[config.mk]
export PLATFORM = sky130hd
export DESIGN_NAME = cv32e40p_trace_buffer
export DESIGN_NICKNAME = d
export VERILOG_FILES = /design/src/rtl/cv32e40p_trace_buffer.sv
export SDC_FILE = /design/constraint.sdc
export NUM_CORES = 1
export LEC_CHECK = 0
export BUFFER_PORTS_ARGS = -buffer_cell sky130_fd_sc_hd__buf_4
export CAP_MARGIN = 20
export CORE_MARGIN = 2
export CORE_UTILIZATION = 60
export DETAILED_ROUTE_END_ITERATION = 7
export HOLD_SLACK_MARGIN = 0.12
export PLACE_DENSITY = 0.8
export REMOVE_ABC_BUFFERS = 1
export SLEW_MARGIN = 20
export SYNTH_ARGS = -nofsm -noshare
export SYNTH_HDL_FRONTEND = slang
export SYNTH_SLANG_ARGS = --single-unit
[constraint.sdc]
create_clock -name clk_i -period 5.8 [get_ports clk_i]
set_input_delay 0.58 -clock clk_i [delete_from_list [all_inputs] [get_ports clk_i]]
set_output_delay 0.58 -clock clk_i [all_outputs]
set_load 0.1 [all_outputs]
[src/rtl/cv32e40p_trace_buffer.sv]
// Trace capture FIFO for cv32e40p: samples NUM_SRC trace taps into a DEPTH-entry event buffer
// with all / illegal-only / trigger-window capture and overwrite-or-drop full handling.
module cv32e40p_trace_buffer #(
    parameter int unsigned NUM_SRC = 2,
    parameter int unsigned DEPTH   = 8,
    parameter int unsigned TS_W    = 16,
    localparam int unsigned SRC_W  = (NUM_SRC > 1) ? $clog2(NUM_SRC) : 1
) (
    input  logic                  clk_i,
    input  logic                  rst_i,
    input  logic                  enable_i,
    input  logic                  flush_i,
    input  logic [1:0]            mode_i,
    input  logic                  wrap_i,
    input  logic                  trigger_i,
    input  logic [NUM_SRC-1:0]    src_valid_i,
    input  logic [NUM_SRC-1:0]    src_illegal_i,
    input  logic [NUM_SRC*32-1:0] src_pc_i,
    input  logic [NUM_SRC*32-1:0] src_data_i,
    output logic                  out_valid_o,
    input  logic                  out_ready_i,
    output logic [SRC_W-1:0]      out_src_o,
    output logic [31:0]           out_pc_o,
    output logic [31:0]           out_data_o,
    output logic [TS_W-1:0]       out_ts_o,
    output logic [$clog2(DEPTH):0] level_o,
    output logic [15:0]           drop_cnt_o,
    output logic                  capturing_o
);

    localparam int unsigned PTR_W = $clog2(DEPTH);
    localparam int unsigned LVL_W = PTR_W + 1;
    localparam int unsigned CNT_W = $clog2(NUM_SRC + 1);

    typedef enum logic [1:0] {IDLE, ARMED, CAPTURE, FROZEN} state_t;

    state_t             state, state_nxt;
    logic [PTR_W-1:0]   wr_ptr, rd_ptr;
    logic [TS_W-1:0]    ts;
    logic [SRC_W-1:0]   mem_src  [DEPTH];
    logic [31:0]        mem_pc   [DEPTH];
    logic [31:0]        mem_data [DEPTH];
    logic [TS_W-1:0]    mem_ts   [DEPTH];

    logic               cap_en, push, pop, full, overflow, write;
    logic [NUM_SRC-1:0] cand;
    logic [CNT_W-1:0]   ncand, arb_drops;
    logic [SRC_W-1:0]   sel_src;
    logic [31:0]        sel_pc, sel_data;
    logic [16:0]        drop_sum;

    // Head is presented straight from the entry array.
    assign out_valid_o = (level_o != '0);
    assign out_src_o   = mem_src[rd_ptr];
    assign out_pc_o    = mem_pc[rd_ptr];
    assign out_data_o  = mem_data[rd_ptr];
    assign out_ts_o    = mem_ts[rd_ptr];
    assign capturing_o = (state == CAPTURE);

    always_comb begin
        cap_en    = enable_i && !flush_i &&
                    (state == CAPTURE || (state == ARMED && trigger_i));
        cand      = '0;
        ncand     = '0;
        sel_src   = '0;
        sel_pc    = '0;
        sel_data  = '0;
        for (int unsigned k = 0; k < NUM_SRC; k++) begin
            cand[k] = cap_en && src_valid_i[k] && (mode_i != 2'b01 || src_illegal_i[k]);
            ncand   = ncand + CNT_W'(cand[k]);
        end
        // Descending scan leaves the lowest-index candidate selected.
        for (int k = int'(NUM_SRC) - 1; k >= 0; k--) begin
            if (cand[k]) begin
                sel_src  = SRC_W'(k);
                sel_pc   = src_pc_i[k*32 +: 32];
                sel_data = src_data_i[k*32 +: 32];
            end
        end
        push      = |cand;
        pop       = out_valid_o && out_ready_i && !flush_i;
        full      = (level_o == LVL_W'(DEPTH));
        overflow  = push && full && !pop;
        write     = push && !(overflow && !wrap_i);
        arb_drops = push ? ncand - CNT_W'(1) : '0;
        drop_sum  = {1'b0, drop_cnt_o} + 17'(arb_drops) + 17'(overflow);

        state_nxt = state;
        if (!enable_i) begin
            state_nxt = IDLE;
        end else if (flush_i) begin
            state_nxt = (mode_i == 2'b10) ? ARMED : CAPTURE;
        end else begin
            case (state)
                IDLE:    state_nxt = (mode_i == 2'b10) ? ARMED : CAPTURE;
                ARMED:   if (trigger_i) state_nxt = CAPTURE;
                CAPTURE: if (trigger_i && mode_i == 2'b10) state_nxt = FROZEN;
                default: state_nxt = state;
            endcase
        end
    end

    always_ff @(posedge clk_i) begin
        if (rst_i) begin
            state      <= IDLE;
            wr_ptr     <= '0;
            rd_ptr     <= '0;
            level_o    <= '0;
            drop_cnt_o <= '0;
            ts         <= '0;
            for (int unsigned i = 0; i < DEPTH; i++) begin
                mem_src[i]  <= '0;
                mem_pc[i]   <= '0;
                mem_data[i] <= '0;
                mem_ts[i]   <= '0;
            end
        end else begin
            state <= state_nxt;
            if (enable_i) ts <= ts + TS_W'(1);
            if (flush_i) begin
                wr_ptr     <= '0;
                rd_ptr     <= '0;
                level_o    <= '0;
                drop_cnt_o <= '0;
            end else begin
                if (write) begin
                    mem_src[wr_ptr]  <= sel_src;
                    mem_pc[wr_ptr]   <= sel_pc;
                    mem_data[wr_ptr] <= sel_data;
                    mem_ts[wr_ptr]   <= ts;
                    wr_ptr           <= wr_ptr + PTR_W'(1);
                end
                // Overwriting in wrap mode consumes the oldest entry.
                if (pop || (overflow && wrap_i)) rd_ptr <= rd_ptr + PTR_W'(1);
                if (write && !pop && !full)      level_o <= level_o + LVL_W'(1);
                else if (pop && !write)          level_o <= level_o - LVL_W'(1);
                drop_cnt_o <= drop_sum[16] ? 16'hFFFF : drop_sum[15:0];
            end
        end
    end

endmodule

# [Yosys cells after proc, flatten, opt, wreduce, memory -nomap -nowiden]
# Memory sizes are Yosys's and may differ from the RTL's. A register that Yosys moved wholly into a read port is not among the register bits.
# Cells that the tools add are included.
# Widths: inputs -> output; s select.
[classes] add_sub_neg=9 mul=0 div_mod_pow=0 magnitude_cmp=0 n_eq_ne=7 shifts=0 muxes=41 bitwise_logic=1 reduce_logical=40
[ops] cell="$mux 32" count=6
[ops] cell="$reduce_or 32->1" count=2
[ops] cell="$mux 3" count=12
[ops] cell="$mux 16" count=2
[ops] cell="$logic_and 1x1->1" count=18
[ops] cell="$add 16x2->17" count=1
[ops] cell="$add 17x1->17" count=1
[ops] cell="$add 16x1->16 const B" count=1
[ops] cell="$reduce_or 16->1" count=1
[ops] cell="$mux 1" count=13
[ops] cell="$mux 2" count=5
[ops] cell="$mux 4" count=2
[ops] cell="$reduce_bool 4->1" count=2
[ops] cell="$add 3x1->3 const B" count=2
[ops] cell="$logic_not 1->1" count=6
[ops] cell="$pmux 2 s3" count=1
[ops] cell="$reduce_or 2->1" count=3
[ops] cell="$add 4x1->4 const B" count=1
[ops] cell="$eq 2x2->1 const B" count=2
[ops] cell="$eq 4x4->1 const B" count=1
[ops] cell="$logic_or 1x1->1" count=4
[ops] cell="$sub 4x1->4 const B" count=1
[ops] cell="$ne 3x2->1 const B" count=1
[ops] cell="$ne 3x3->1 const B" count=1
[ops] cell="9 further kinds" count=9
[totals] regBits=44 latchBits=0 ram_bits=648 mem_bits_ro=0 in_bits=141 output_inout_bits=103 word_cells=108 memories=4
[mem_list] memory="mem_data" depth=8 width=32 read_ports=1 rd_clocked_by_memory_dff=1 wr=8 line_no="42" rtl="logic [31:0] mem_data [DEPTH];"
[mem_list] memory="mem_pc" depth=8 width=32 read_ports=1 rd_clocked_by_memory_dff=1 wr=8 line_no="41" rtl="logic [31:0] mem_pc [DEPTH];"
[mem_list] memory="mem_ts" depth=8 width=16 read_ports=1 rd_clocked_by_memory_dff=1 wr=8 line_no="43" rtl="logic [TS_W-1:0] mem_ts [DEPTH];"
[mem_list] memory="mem_src" depth=8 width=1 read_ports=1 rd_clocked_by_memory_dff=1 wr=8 line_no="40" rtl="logic [SRC_W-1:0] mem_src [DEPTH];"

# [Longest topological paths before layout]
[logic_depth] word_depth=18 depth_mapped=14 depth_no_buf=13

# [Worst setup path before layout]
# Ideal clock, no wire load.
[synth_path] path_kind="register -> register" startpoint="reg state[0]" endpoint="mem mem_data[1][0], enable pin" setup_ns=0.453 arrival_time_ns=4.410 required_time_ns=5.347 path_slack_ns=0.937 stages_incl_launch_ff=11 path_buffers=3 period_less_slack_ns=4.863 path_cell_list="dfxtp_1 > inv_1 > ha_1 > a21oi_1 > or3b_1 > buf_6 > nor3_1 > buf_4 > nand3_1 > buf_4 > nand2b_1"
[synth_rtl] item="start, declared" line_no="37" rtl="state_t state, state_nxt;"
[synth_rtl] item="start signal, assigned" line_no="118" rtl="state <= state_nxt;"
[synth_rtl] item="end, declared" line_no="42"

==> results by group <==
Placement
  – Dpl ws: 1510 ps
  – PortBufs: 243
  – Hpwl dp: 42.60 mm
  – GPL Wtd Cong: 0.8203

Synthesis
  – #FFs+latches synth: 695
  – Ys flop type: edfxtp_1
  – Syn avg cell area: 14.58 um2
  – Post-synthesis sequential area ratio: 65.87%
  – Post-synthesis cell count: 2124
  – Synthesized area: 30970 um2
  – Synth cell types: 56
  – Asr flop ratio synth: 0%
  – Post-synth EDFFs: 648
  – Synth warn: 0

Floorplan
  – Die W: 231.2 um
  – Initial Utilization: 60.49%
  – Boundary Pins: 244
  – Floorplan row count: 83
  – Die Area: 53450 um2
  – Die Y: 231.2 um
  – Core area: 51200 um2

Critical path
  – CP Buf/Inv Count: 2
  – FF-to-FF End: mem_data[4][10]
  – Max FO, Critical Path: 54
  – Crit-path leading delay family: flip-flops
  – Crit. End Element: output port
  – Worst path cell trace: buf_4, mux4_2, mux2_2, buf_4
  – Critical path required time: 5220 ps
  – Crit path top cell by count: buf_4
  – RR Startpoint: state[0]
  – Crit-path slowest cell: dfxtp_4
  – Crit path launch type: register
  – CP Data Arrival Time: 3280 ps
  – R2r worst-path depth: 9
  – WS Path Type: reg -> out
  – Worst path max stage delay: 950 ps
  – Reg2reg setup slack: 1980 ps

Timing
  – Fin Hold WS: 335.4 ps
  – RSZ-0062 raised after global routing: no
  – Least-Margin Pin Slew: 1157 ps
  – Final worst-path cycle share: 66.56%
  – Slew headroom: 22.88%
  – Post-layout minimum cycle time: 3861 ps
  – Final Hold Viols: 0
  – Post-route setup slack: 1939 ps
  – FMAX: 259.0 MHz
  – # setup viols final: 0
  – Layout Skew: 17.83 ps
  – Slew Viols, Final: 0

GRT
  – Largest net degree at the start of global routing: 74
  – Tot GR Track Use: 29.31%
  – First-pass GRT wire length: 116.3 mm
  – Initial antenna violation count: 1
  – Gr ovfl total: 0
  – Vias in the first global route: 19.86k

Min path
  – Hold EP: ts[1]
  – WHS Path Cells: 3
  – Hold path start: enable_i
  – Hold Crit Class: in -> reg

Layout
  – Inserted Diodes: 0
  – Most common cell after layout, fill and taps aside: edfxtp_1
  – Area Overhead vs Synth: 15.19%
  – Commonest cells after routing, fill and taps aside: edfxtp_1 (648), nor2_1 (554), buf_4 (271)
  – Final Util: 69.68%
  – Post-layout nets: 2461
  – Layout cell share with drive strength beyond 1: 27.78%

Clock network
  – Number of post-CTS setup repair buffers: 0
  – H-tree Lvls: 3
  – Worst-skew pair later-pin latency: 600 ps
  – Post_cts resized: 0
  – Clk sinks: 695
  – CTS tree: built
  – Root buffer cell: clkbuf_16
  – Number of CTS-inserted buffers: 71
  – Hold_buf cts: 0
  – Worst-path clk slew: 60 ps
  – Clk buf depth: 3

Job
  – Max-Cap Viols: 0

Detailed routing
  – Vias: 19.28k
  – Wire per inst: 25.43 um
  – Final wirelength: 77.44 mm
  – Vias/cell: 6.331
  – DRT iter0 DRCs: 2075
  – DR pass1 iterations: 5
  – Post-route ant nets: 0
  – DRC Markers: 0

Power and ir drop
  – Total power: 11.11 mW
  – PwrDens: 311.6 nW/um2
  – Maximum vdd drop: 0.2007 mV
  – Leakage: 12.35 nW

Status
  – Status: complete, no violations
power breakdown:
| part | total [mW] | switching [mW] | leakage [nW] | internal (mW) |
|---|---|---|---|---|
| logic | 0.693 | 0.465 | 4.20 | 0.228 |
| clock network | 4.73 | 1.91 | 1.16 | 2.82 |
| registers | 5.69 | 0.0602 | 6.99 | 5.63 |
| total | 11.1 | 2.44 | 12.4 | 8.68 |
flip-flops by register name, indices dropped and copies added (netlist names), named ones only:
signal and flops:
level_o 4, mem_src 8, state 2, ts 16, mem_ts 128, mem_data 256
rd_ptr 3, drop_cnt_o 16, wr_ptr 3, mem_pc 256
routing by layer:
| metal | up-vias | wire [um] | global-route usage, % |
|---|---|---|---|
| met3 | 146 | 8420 | 6.201 |
| met1 | 9655 | 27910 | 38.24 |
| met2 | 1232 | 38900 | 49.08 |
| met5 | - | 13 | 0 |
| li1 | 8242 | - | - |
| met4 | 2 | 2194 | 10.71 |
worst reg2reg max path: cells and delay by family (launching register included):
kind / cells / cell delay (ps)
adder cells (fa/ha/maj): 1 / 250
flip-flops: 1 / 330
buffers and inverters: 3 / 1160
AND/OR/NAND/NOR: 4 / 1640
AO/OA/AOI/OAI: 1 / 90
worst max path at each step:
stage	startpoint	to	slack [ps]	cells after the start
3_3_place_gp	rst_i	mem_pc[3][1]	1660	7
5_1_grt	state[0]	mem_data[4][10]	1790	9
2_1_floorplan	register	out_data_o[0]	-2600	2
6_report	register	out_ts_o[13]	1940	4
3_5_place_dp	rst_i	mem_pc[3][8]	1510	7
4_1_cts	register	out_ts_o[13]	1940	4
through the flow:
stage               cells  instance area (um2)   TNS, ps
floorplan            1959                30120  -1036310
global placement     2915                33280         0
detailed placement   2915                33280         0
CTS                  3045                35670         0
global route         3045                35670         0
finish               3045                35670         0
synth_stat cells (2+ instances only):
master	count	area, um2
a21boi_0	2	15.01
a21oi_1	20	100.1
a22o_1	64	560.5
a311oi_1	2	17.52
a31oi_1	4	25.02
and2_1	67	419.2
and3_1	71	444.2
and3_4	3	33.78
buf_1	10	37.54
buf_2	47	235.2
buf_4	5	37.54
buf_6	21	236.5
clkbuf_1	82	307.8
conb_1	2	7.510
dfxtp_1	47	940.9
edfxtp_1	648	19460
fa_1	3	60.06
ha_1	9	112.6
inv_1	14	52.55
mux2_2	82	923.4
mux2i_1	6	60.06
mux4_2	162	3649
nand2_1	83	311.6
nand2b_1	10	62.56
nand3_1	16	80.08
nand4_1	9	56.30
nor2_1	554	2079
nor2b_1	4	25.02
nor3_1	11	55.05
nor3b_1	3	22.52
nor4_1	2	12.51
o21ai_0	8	40.04
or3_1	5	31.28
or3b_1	2	17.52
or4b_4	2	27.53
xnor2_1	10	87.58
xor2_1	15	131.4
layout make-up:
cell class,count,area (um2)
fill,3247,15520
clock inverter,39,454.2
inverter,14,52.55
multi-input combinational,1250,9833
sequential,695,20410
timing repair buffer,276,2135
clock buffer,91,1937
tap,680,850.8
cells by family after synthesis:
group	share of synthesized area, %
mux	14.96
buf+inv	2.929
xor+xnor	0.7070
flops	65.87
fa+ha+maj	0.5575
compound gates	2.727
simple gates	12.23
other cells	0.02425
(Power assumes the default switching activity.)
